===== src/rtl/mmio_timer_pkg.sv =====
// Shared register offsets, bit positions and the CTRL layout for mmio_timer.
package mmio_timer_pkg;

    localparam logic [2:0] OFF_CTRL    = 3'd0;
    localparam logic [2:0] OFF_COUNT   = 3'd1;
    localparam logic [2:0] OFF_COMPARE = 3'd2;
    localparam logic [2:0] OFF_STATUS  = 3'd3;

    localparam int CTRL_EN_BIT          = 0;
    localparam int CTRL_AUTO_RELOAD_BIT = 1;
    localparam int CTRL_IRQ_EN_BIT      = 2;
    localparam int CTRL_PRESC_LSB       = 8;

    localparam int STATUS_MATCH_BIT = 0;
    localparam int STATUS_OVF_BIT   = 1;

    typedef struct packed {
        logic [7:0] presc;
        logic [4:0] rsvd;
        logic       irq_en;
        logic       auto_reload;
        logic       en;
    } ctrl_t;

    function automatic logic [15:0] status_word(input logic match, input logic ovf);
        logic [15:0] w;
        w = '0;
        w[STATUS_MATCH_BIT] = match;
        w[STATUS_OVF_BIT]   = ovf;
        return w;
    endfunction

endpackage


===== src/rtl/mmio_prescaler.sv =====
// Free-running 0..presc divider producing a one-cycle tick while enabled.
module mmio_prescaler #(
    parameter int PRESC_W = 8
) (
    input  logic               clk,
    input  logic               rst_n,
    input  logic               en,
    input  logic               clr,
    input  logic [PRESC_W-1:0] presc,
    output logic               tick
);

    logic [PRESC_W-1:0] cnt_reg;

    assign tick = en && (cnt_reg == presc);

    always_ff @(posedge clk or negedge rst_n) begin
        if (!rst_n) begin
            cnt_reg <= '0;
        end else if (clr) begin
            cnt_reg <= '0;
        end else if (en) begin
            cnt_reg <= tick ? '0 : cnt_reg + 1'b1;
        end
    end

endmodule


===== src/rtl/mmio_timer.sv =====
// Memory-mapped prescaled 16-bit timer with compare match and overflow flags.
// Define MMIO_TIMER_IRQ_EN to implement CTRL.IRQ_EN and drive the irq output.
module mmio_timer
    import mmio_timer_pkg::*;
#(
    parameter logic [15:0] BASE_ADDR = 16'hC000,
    parameter int          PRESC_W   = 8
) (
    input  logic        clk,
    input  logic        rst_n,
    input  logic [15:0] addr,
    input  logic [15:0] wdata,
    input  logic        mm_we,
    input  logic        mm_re,
    output logic [15:0] rdata,
    output logic        irq
);

    ctrl_t       ctrl_reg;
    logic [15:0] count_reg, count_next;
    logic [15:0] compare_reg;
    logic        match_reg, match_next;
    logic        ovf_reg, ovf_next;
    logic [15:0] rdata_reg;
    logic [15:0] rd_word;
    logic [7:0]  presc_mask;
    logic        hit, tick;
    logic        wr_ctrl, wr_count, wr_compare, wr_status;
    logic        match_set, ovf_set, reload;
    logic [2:0]  off;

    assign hit        = (addr[15:3] == BASE_ADDR[15:3]);
    assign off        = addr[2:0];
    assign wr_ctrl    = mm_we && hit && (off == OFF_CTRL);
    assign wr_count   = mm_we && hit && (off == OFF_COUNT);
    assign wr_compare = mm_we && hit && (off == OFF_COMPARE);
    assign wr_status  = mm_we && hit && (off == OFF_STATUS);

    // PRESC bits beyond the prescaler width are not stored and read back 0.
    generate
        for (genvar gi = 0; gi < 8; gi++) begin : g_presc_mask
            assign presc_mask[gi] = (gi < PRESC_W);
        end
    endgenerate

    mmio_prescaler #(.PRESC_W(PRESC_W)) u_presc (
        .clk   (clk),
        .rst_n (rst_n),
        .en    (ctrl_reg.en),
        .clr   (wr_ctrl),
        .presc (ctrl_reg.presc[PRESC_W-1:0]),
        .tick  (tick)
    );

    // A CPU write to COUNT discards the tick in the same cycle, flags included.
    always_comb begin
        count_next = count_reg;
        match_set  = 1'b0;
        ovf_set    = 1'b0;
        reload     = 1'b0;
        if (wr_count) begin
            count_next = wdata;
        end else if (tick) begin
            match_set  = (count_reg == compare_reg);
            reload     = match_set && ctrl_reg.auto_reload;
            count_next = reload ? 16'h0000 : count_reg + 16'd1;
            ovf_set    = !reload && (count_reg == 16'hFFFF);
        end
        match_next = (match_reg && !(wr_status && wdata[STATUS_MATCH_BIT])) || match_set;
        ovf_next   = (ovf_reg   && !(wr_status && wdata[STATUS_OVF_BIT]))   || ovf_set;
    end

    always_comb begin
        rd_word = '0;
        case (off)
            OFF_CTRL:    rd_word = ctrl_reg;
            OFF_COUNT:   rd_word = count_reg;
            OFF_COMPARE: rd_word = compare_reg;
            OFF_STATUS:  rd_word = status_word(match_reg, ovf_reg);
            default:     rd_word = '0;
        endcase
    end

    always_ff @(posedge clk or negedge rst_n) begin
        if (!rst_n) begin
            ctrl_reg    <= '0;
            count_reg   <= '0;
            compare_reg <= '0;
            match_reg   <= 1'b0;
            ovf_reg     <= 1'b0;
            rdata_reg   <= '0;
        end else begin
            if (wr_ctrl) begin
                ctrl_reg.en          <= wdata[CTRL_EN_BIT];
                ctrl_reg.auto_reload <= wdata[CTRL_AUTO_RELOAD_BIT];
`ifdef MMIO_TIMER_IRQ_EN
                ctrl_reg.irq_en      <= wdata[CTRL_IRQ_EN_BIT];
`else
                ctrl_reg.irq_en      <= 1'b0;
`endif
                ctrl_reg.presc       <= wdata[CTRL_PRESC_LSB +: 8] & presc_mask;
            end
            if (wr_compare) begin
                compare_reg <= wdata;
            end
            count_reg <= count_next;
            match_reg <= match_next;
            ovf_reg   <= ovf_next;
            rdata_reg <= (mm_re && hit) ? rd_word : 16'h0000;
        end
    end

    assign rdata = rdata_reg;

`ifdef MMIO_TIMER_IRQ_EN
    logic irq_reg;

    always_ff @(posedge clk or negedge rst_n) begin
        if (!rst_n) begin
            irq_reg <= 1'b0;
        end else begin
            irq_reg <= ctrl_reg.irq_en && (match_reg || ovf_reg);
        end
    end

    assign irq = irq_reg;
`else
    assign irq = 1'b0;
`endif

endmodule

===== config.mk =====
export PLATFORM = sky130hd
export DESIGN_NAME = mmio_timer
export DESIGN_NICKNAME = d
export VERILOG_FILES = /design/src/rtl/mmio_timer_pkg.sv /design/src/rtl/mmio_prescaler.sv /design/src/rtl/mmio_timer.sv
export SDC_FILE = /design/constraint.sdc
export NUM_CORES = 1
export LEC_CHECK = 0
export ABC_AREA = 1
export CORE_UTILIZATION = 45
export DETAILED_ROUTE_END_ITERATION = 10
export GPL_TIMING_DRIVEN = 0
export HOLD_SLACK_MARGIN = 0.1
export PLACE_DENSITY = 0.65
export SLEW_MARGIN = 20
export SYNTH_ARGS = -nofsm -noshare
export SYNTH_HDL_FRONTEND = slang
export SYNTH_SLANG_ARGS = --single-unit

===== constraint.sdc =====
create_clock -name clk -period 4.99 [get_ports clk]
set_clock_uncertainty 0.2 [all_clocks]
set_input_delay 0.998 -clock clk [delete_from_list [all_inputs] [get_ports clk]]
set_output_delay 0.998 -clock clk [all_outputs]
set_load 0.02 [all_outputs]

* Yosys cells after proc, flatten, opt, wreduce, memory -nomap -nowiden *
Index checks and enable logic that the tools add are counted.

word-level totals
  bits in registers = 68
  memories = 0
  word-level logic and storage cells = 51
  input bits = 36
  RAM bits = 0
  bits in latches = 0
  output and inout bits = 17
  memory bits (read-only) = 0

cells by class
  multiply operators = 0
  $add $sub $neg = 2
  shifts and indexed selects = 0
  $lt $le $gt $ge = 0
  divide/modulo/power cells = 0
  muxes and demuxes = 12
  bitwise operators = 0
  reduce and logical (&&, ||, !) cells = 21
  equality and inequality tests = 7

operators with widths
  kind                                                 count
  2-to-1 mux 16 bit                                    4
  case mux 16 bit (4 select lines)                     1
  2-to-1 mux 8 bit                                     3
  adder 16 x 1 -> 16 bit, second input constant        1
  equality test 16 bit                                 1
  equality test 16 bit, second input constant          1
  equality test 13 bit, second input constant          1
  logical AND 1 bit                                    13
  adder 8 x 1 -> 8 bit, second input constant          1
  equality test 8 bit                                  1
  equality test 3 x 2 -> 1 bit, second input constant  2
  2-to-1 mux 1 bit                                     4
  nonzero test 2 bit                                   2
  equality test 3 x 1 -> 1 bit, second input constant  1
  zero test 1 bit                                      3
  zero test 3 bit                                      1
  logical OR 1 bit                                     2

* Depth between registers and ports, before layout *
  word-level depth = 7
  gate-level depth with buffers = 12
  gate-level depth less buffers = 11

* Cells and area by module *
A second synthesis with hierarchy kept.

second synthesis, totals
  cell total of the unflattened synthesis = 542
  area total of the unflattened synthesis = 3920.0 um2

by module, submodules not included
  module          instances  sequential area each (um2)  area an instance (um2)  cells each
  mmio_timer      1          1501.4                      3294.4                  455
  mmio_prescaler  1          200.2                       625.6                   87

* Least setup slack after synthesis *
OpenSTA, ideal clock, no wires.

  kind = input to register
  start point = input addr[8]
  end point = register u_presc.cnt_reg[3]
  data arrival time = 1.941 ns
  setup slack = 2.726 ns
  stages = 10
  setup time = 0.123 ns
  required time = 4.667 ns
  cell sequence = nor2_1 -> inv_1 -> nor2_1 -> nand3_2 -> nor2_4 -> inv_2 -> nand2_2 -> inv_2 -> nand2_1 -> o21ai_1

on the way
  longest elaborated chain between the ends = 4

ends and longest elaborated chain
  item                                                           RTL line              RTL
  from (decl)                                                    mmio_timer.sv:11      input logic [15:0] addr,
  equality test 13 bit (*)                                       mmio_timer.sv:32      assign hit = (addr[15:3] == BASE_ADDR[15:3]);
  logical AND 1 bit (*) (2 in a row)                             mmio_timer.sv:34      assign wr_ctrl = mm_we && hit && (off == OFF_CTRL);
  2-to-1 mux 8 bit / nonzero test 2 bit (equally long branches)  n/a
  to (signal assigned)                                           mmio_prescaler.sv:23  cnt_reg <= tick ? '0 : cnt_reg + 1'b1;
  to (decl)                                                      mmio_prescaler.sv:13  logic [PRESC_W-1:0] cnt_reg;

Mark *: on every way between the ends. The rest lies on a longest branch, timed or not.
A chain may end at the register's enable or synchronous reset.

* Worst setup path in the final report *
  start point = input addr[1]
  end point = register rdata_reg[12], in the netlist rdata[12]

on the way
  longest elaborated chain between the ends = 3

ends and longest elaborated chain
  item                                                        RTL line           RTL
  equality test 3 x 2 -> 1 bit, or another cell as far along  mmio_timer.sv:75   case (off)
  case mux 16 bit (4 select lines) (*)                        mmio_timer.sv:75
  2-to-1 mux 16 bit (*)                                       mmio_timer.sv:109  rdata_reg <= (mm_re && hit) ? rd_word : 16'h0000;
  to (signal assigned)                                        mmio_timer.sv:109
  to (decl)                                                   mmio_timer.sv:24   logic [15:0] rdata_reg;

Marks and branches as above.

==> results.py <==
metrics = {
    "run_status": {
        "status": "finished clean",
    },
    "worst_setup_path": {
        "slowest_stage": "clkbuf_1",
        "r2r_end": "ovf_reg",
        "end_kind": "flop",
        "cp.buffers_inverters": 2,
        "cp_max_fo": 10,
        "critical_path_class": "input pin to flop",
        "cp_data_arrival_time_ps": 2930,
        "crit_chain": "clkdlybuf4s50_1 -> nor3_4 -> clkbuf_1 -> nand2_1 -> a31oi_1",
        "start_kind": "input pin",
        "critPathRequiredTime_ps": 5050,
        "max_stage_delay_ps": 600,
        "r2r_slack_ps": 2920,
        "crit_family": "buffers and inverters",
        "ff2ff_path_depth": 7,
        "reg2reg_from": "count_reg[0]",
    },
    "placement": {
        "numPortBuffers": 51,
        "dpl.hpwl_mm": 8.47,
        "place_congestion": 0.895,
        "place_area_mm2": 0.00491,
    },
    "synth": {
        "yosysWarningCount": 5,
        "yosys.area_share.adder_pct": 0.590,
        "yosys.area_share.simple_pct": 37.8,
        "syn_nets": 655,
        "synth_top_family_by_area": "simple AND/OR/NAND/NOR gates",
        "async_reset_ff_share_pct": 100,
        "ys.flop_type": "dfrtp_1",
        "synth_xor_area_share_pct": 3.51,
        "ys_types": 33,
        "synthCells": 617,
        "synth_compound_area_share_pct": 6.97,
        "avgSynthCellArea_um2": 6.87,
        "synth_top_area_share_pct": 40.1,
        "ys_top_cells_by_area": "dfrtp_1, nand2_1, inv_1",
        "synth_edf_count": 0,
        "ys_ff_latch": 68,
        "syn-cell-area_mm2": 0.00424,
        "yosys.area.top_type": "dfrtp_1",
        "synth_mux_area_share_pct": 0,
        "ys_seq_area_share_pct": 40.1,
    },
    "floorplanning": {
        "core_area_mm2": 0.00920,
        "chipWidth_um": 99.1,
        "io_pins": 53,
        "rows": 35,
        "dieArea_mm2": 0.00981,
        "initial_utilization_pct": 46.1,
        "die_h_um": 99.1,
    },
    "clock_network": {
        "cts-hold-fix-buffers": 0,
        "cts_max_level": 3,
        "cts_tree": "yes",
        "cts_root_buf": "clkbuf_8",
        "clock_latency_ps": 350,
        "cts.sinks": 68,
        "cts_buffers": 9,
        "clk_path_buf_depth": 2,
        "path_clk_slew_ps": 70,
        "postCtsSetupBuffers": 0,
        "post_cts_resized": 0,
    },
    "global_routing": {
        "grt_pass1_vias": 3837,
        "antenna_found_initial": 0,
        "grt_usage_pct": 24.8,
        "grt_pass1_wl_mm": 18.8,
        "grt_max_degree": 41,
        "grt.overflow.total": 0,
    },
    "layout": {
        "nets": 718,
        "drive_above_1_share_pct": 9.64,
        "final_common_cell": "nand2_1",
        "syn2layout_area_growth_pct": 20.5,
        "antennaDiodeCount": 0,
        "fin_util_pct": 55.6,
        "final_cell_mix": "nand2_1, inv_1, dfrtp_1, clkdlybuf4s50_1, nor2_1",
        "final_area_mm2": 0.00511,
    },
    "worst_hold_path": {
        "hold_start": "match_reg",
        "hold_path_end": "match_reg",
        "holdPathStages": 2,
        "min_path_type": "flop to flop",
    },
    "route": {
        "drtIter0Drc": 289,
        "num_vias": 4118,
        "antenna_left": 0,
        "routed_wl_mm": 11.5,
        "drcViolationCount": 0,
        "vias_per_cell": 5.17,
        "firstDrtPassIters": 5,
        "routedWlPerCell_um": 14.5,
    },
    "power": {
        "vdd_drop_max_v": 0.000156,
        "p_leak_nw": 2.51,
        "power_density_mw_per_mm2": 249,
        "finalPower_mw": 1.27,
    },
    "timing": {
        "slew_headroom_pct": 50.5,
        "final-hold-violation-count": 0,
        "slew_viol_final": 0,
        "tightest_slew_ps": 743,
        "setup_viol": 0,
        "period_share_pct": 57.6,
        "rsz0062_at_grt": "false",
        "fin_crit_ps": 2880,
        "setup_tns_ps": 0,
        "max_freq_mhz": 348,
    },
    "flow_run": {
        "drv_cap": 0,
    },
}
## through the flow
step	worst slack (ps)	hold WS, ps	instances
6_report	2110	333	796
3_3_place_gp	249	299	779
3_5_place_dp	1810	308	780
5_1_grt	1990	354	796
4_1_cts	2160	326	796
2_1_floorplan	2730	271	617
## cell type report
cell class                 instances  area, µm²
fill                             896       4090
sequential                        68       1700
tap                              111        139
clock buffer                      12        155
buffer                            19        116
inverter                          92        345
timing repair buffer              52        528
multi-input combinational        438       2080
clock inverter                     4       47.5
## cells in the mapped netlist, types with 3 or more instances
| cell type | n |
|---|---|
| a21oi_1 | 7 |
| a31oi_1 | 10 |
| buf_2 | 9 |
| buf_4 | 5 |
| clkbuf_1 | 3 |
| dfrtp_1 | 68 |
| inv_1 | 79 |
| inv_2 | 12 |
| nand2_1 | 229 |
| nand2_2 | 4 |
| nand3_1 | 35 |
| nand3_2 | 4 |
| nand4_1 | 21 |
| nor2_1 | 49 |
| nor2_4 | 7 |
| nor3_1 | 6 |
| o21ai_0 | 25 |
| o21ai_1 | 10 |
| xor2_1 | 15 |
## worst register-to-register path, stage by stage (launching register included)
cell and delay (ps):
dfrtp_1 480, ha_1 240, nand2_1 80, nor2_1 390, nand3_1 160, nor2_1 140, nand4_1 120, o21ai_0 190
## where the power goes
group	leakage (nW)	switching (mW)	internal [mW]
combinational	1.58	0.116	0.0811
clock	0.102	0.224	0.257
sequential	0.827	0.0232	0.572
## layer usage
| layer | wire, µm | share of wire (%) | track usage [%] | vias up |
|---|---|---|---|---|
| met2 | 5240 | 45 | 39.9 | 112 |
| met1 | 5520 | 48 | 34.7 | 1946 |
| met3 | 601 | 5.2 | 3.97 | 12 |
| met4 | 166 | 1.4 | 6.90 | 0 |
| met5 | 0 | 0 | 0 | - |
| li1 | - | - | - | 2048 |
## worst max-delay path by stage
stage / from / to / slack [ps] / cells past startpoint
2_1_floorplan: addr[8] / u_presc.cnt_reg[3] / 2730 / 10
3_3_place_gp: rst_n / rdata[12] / 250 / 1
3_5_place_dp: addr[2] / rdata[11] / 1810 / 7
4_1_cts: addr[2] / rdata[14] / 2160 / 7
5_1_grt: addr[1] / count_reg[0] / 1990 / 8
6_report: addr[1] / rdata[12] / 2110 / 5
## cells by family after synthesis
family          Yosys count
compound gates           55
xor+xnor                 17
fa+ha+maj                 2
buf+inv                 111
flops                    68
other cells               1
simple gates            363
(Power assumes the default switching activity.)
==> variant (config.mk and constraints unchanged) <==
`PRESC_W` is set to 8 in 2 places; all go to 6.
--- a/src/rtl/mmio_prescaler.sv
+++ b/src/rtl/mmio_prescaler.sv
@@ -1,6 +1,6 @@
 // Free-running 0..presc divider producing a one-cycle tick while enabled.
 module mmio_prescaler #(
-    parameter int PRESC_W = 8
+    parameter int PRESC_W = 6
 ) (
     input  logic               clk,
     input  logic               rst_n,
--- a/src/rtl/mmio_timer.sv
+++ b/src/rtl/mmio_timer.sv
@@ -4,7 +4,7 @@
     import mmio_timer_pkg::*;
 #(
     parameter logic [15:0] BASE_ADDR = 16'hC000,
-    parameter int          PRESC_W   = 8
+    parameter int          PRESC_W   = 6
 ) (
     input  logic        clk,
     input  logic        rst_n,
Check against the original RTL: not equivalent (a bounded check fails within 4 cycles, from zero or initial values and one cycle with rst_n low).
==> variant against the unedited design <==
- wire length fell by 5.9%
- total power rose by 2.3%
- clock power fell by 15%
- critical endpoint unchanged
- sequential cell count fell by 4
- synthesized area fell by 8.4%
- global-route usage rose by 1.8 points
- worst hold slack got worse by 52 ps
- final area fell by 7.9%
- via count fell by 9.0%
- first-iteration DRC count fell by 17%
- synthesized cell count fell by 10%
- core utilization rose by 1.1 points
- worst setup slack got worse by 72 ps
==> variant: results (changes against the unedited design) <==
[drt]
drtIter0Drc = 239  ; -17%
dr.pass1.iters = 4  ; -1

[yosys]
ys_top_cells_by_area = dfrtp_1 (41%), nand2_1 (19%), inv_1 (6.7%), nand4_1 (6.3%), nand3_1 (3.7%)
synthMuxAreaShare = 0.00258  ; +0.00258
yosysSeqAreaShare = 0.413  ; +0.0111
synth_fa_ha_area_frac = 0.00645  ; +0.000542
synth_common_cells = nand2_1 (194), inv_1 (69), dfrtp_1 (64)
synth_compound_area_frac = 0.0619  ; -0.00778
ys_types = 35  ; +6.1%
mappedNetlistNets = 593  ; -9.5%
synth_most_common_cell = nand2_1
synth_xor_area_frac = 0.0361  ; +0.000970

[worst_setup_path]
r2r_slack_ps = 2830  ; -90 ps
worst_r2r_path_depth = 8  ; +1
critPathArrivalTime_ps = 3010  ; +80 ps

[power_and_ir_drop]
ir_worst_vdd_mv = 0.154  ; -0.94%
leakage_nw = 2.27  ; -9.8%
p_switching_w = 0.000430  ; +18%

[finish]
fillers = 821  ; -8.4%
final_nets = 655  ; -8.8%
drive_gt1_frac = 0.0741  ; -0.0223

[placed_design]
hpwl_um = 7910  ; -6.7%
io_buffers = 50  ; -2.0%
gp_congestion = 0.901  ; +0.67%
placed_cell_area_um2 = 4530  ; -7.6%

[global_routing]
grt_max_degree = 36  ; -12%
grtUsageTotal = 0.266  ; +0.0176

[timing]
relSlewSlack = 0.527  ; +0.0224

[outcome]
status = finished clean

[clocking]
cts_resized = 0  ; unchanged

-- variant: worst paths after layout --
path / from / to
min in group asynchronous: rst_n / rdata[1]
max reg2reg: count_reg[1] / ovf_reg
min reg2reg: match_reg / match_reg
min: match_reg / match_reg
max in group asynchronous: rst_n / count_reg[10]
max: addr[1] / rdata[12]
-- variant: cells by family (layout without fill, tap and decap cells) --
group | after synthesis | after routing
flops | 64 | 64
fa+ha+maj | 2 | 2
compound gates | 45 | 45
buf+inv | 107 | 173
other cells | 1 | 1
xor+xnor | 16 | 16
mux | 1 | 1
simple gates | 319 | 319
-- variant: cell type report --
type                       count  area share
buffer                        24      0.0242
clock buffer                  12      0.0330
clock inverter                 3     0.00372
inverter                      83      0.0662
multi-input combinational    384       0.394
sequential                    64       0.340
tap                          105      0.0279
timing repair buffer          51       0.110
-- variant: per-stage QoR --
step,hold slack (ps),power (W),util,instances,setup WS [ps]
floorplan,242,0.000791,-,555,2690
global placement,257,0.000889,0.544,710,469
detailed placement,260,0.000897,0.546,711,1680
CTS,278,0.00131,0.567,726,2050
global route,296,0.00137,0.567,726,1890
finish,281,0.00130,0.567,726,2040
-- variant: worst min-delay path, cell delays in order, from the launching register on --
cell	delay [ps]
dfrtp_1	350
nand2_1	60
nand2_1	50
-- variant: routing by layer --
metal,global-route usage,vias up,wire [um]
met4,0.0871,0,215
met3,0.0354,18,596
met1,0.389,1734,5300
met5,0,-,0
li1,-,1883,-
met2,0.403,111,4730
-- variant: power by group through the flow --
stage               logic, W  clock network [W]  registers [W]
finish              0.000304           0.000411       0.000587
global route        0.000345           0.000439       0.000590
CTS                 0.000304           0.000420       0.000586
detailed placement  0.000302                  0       0.000596
global placement    0.000293                  0       0.000595
floorplan           0.000205                  0       0.000586
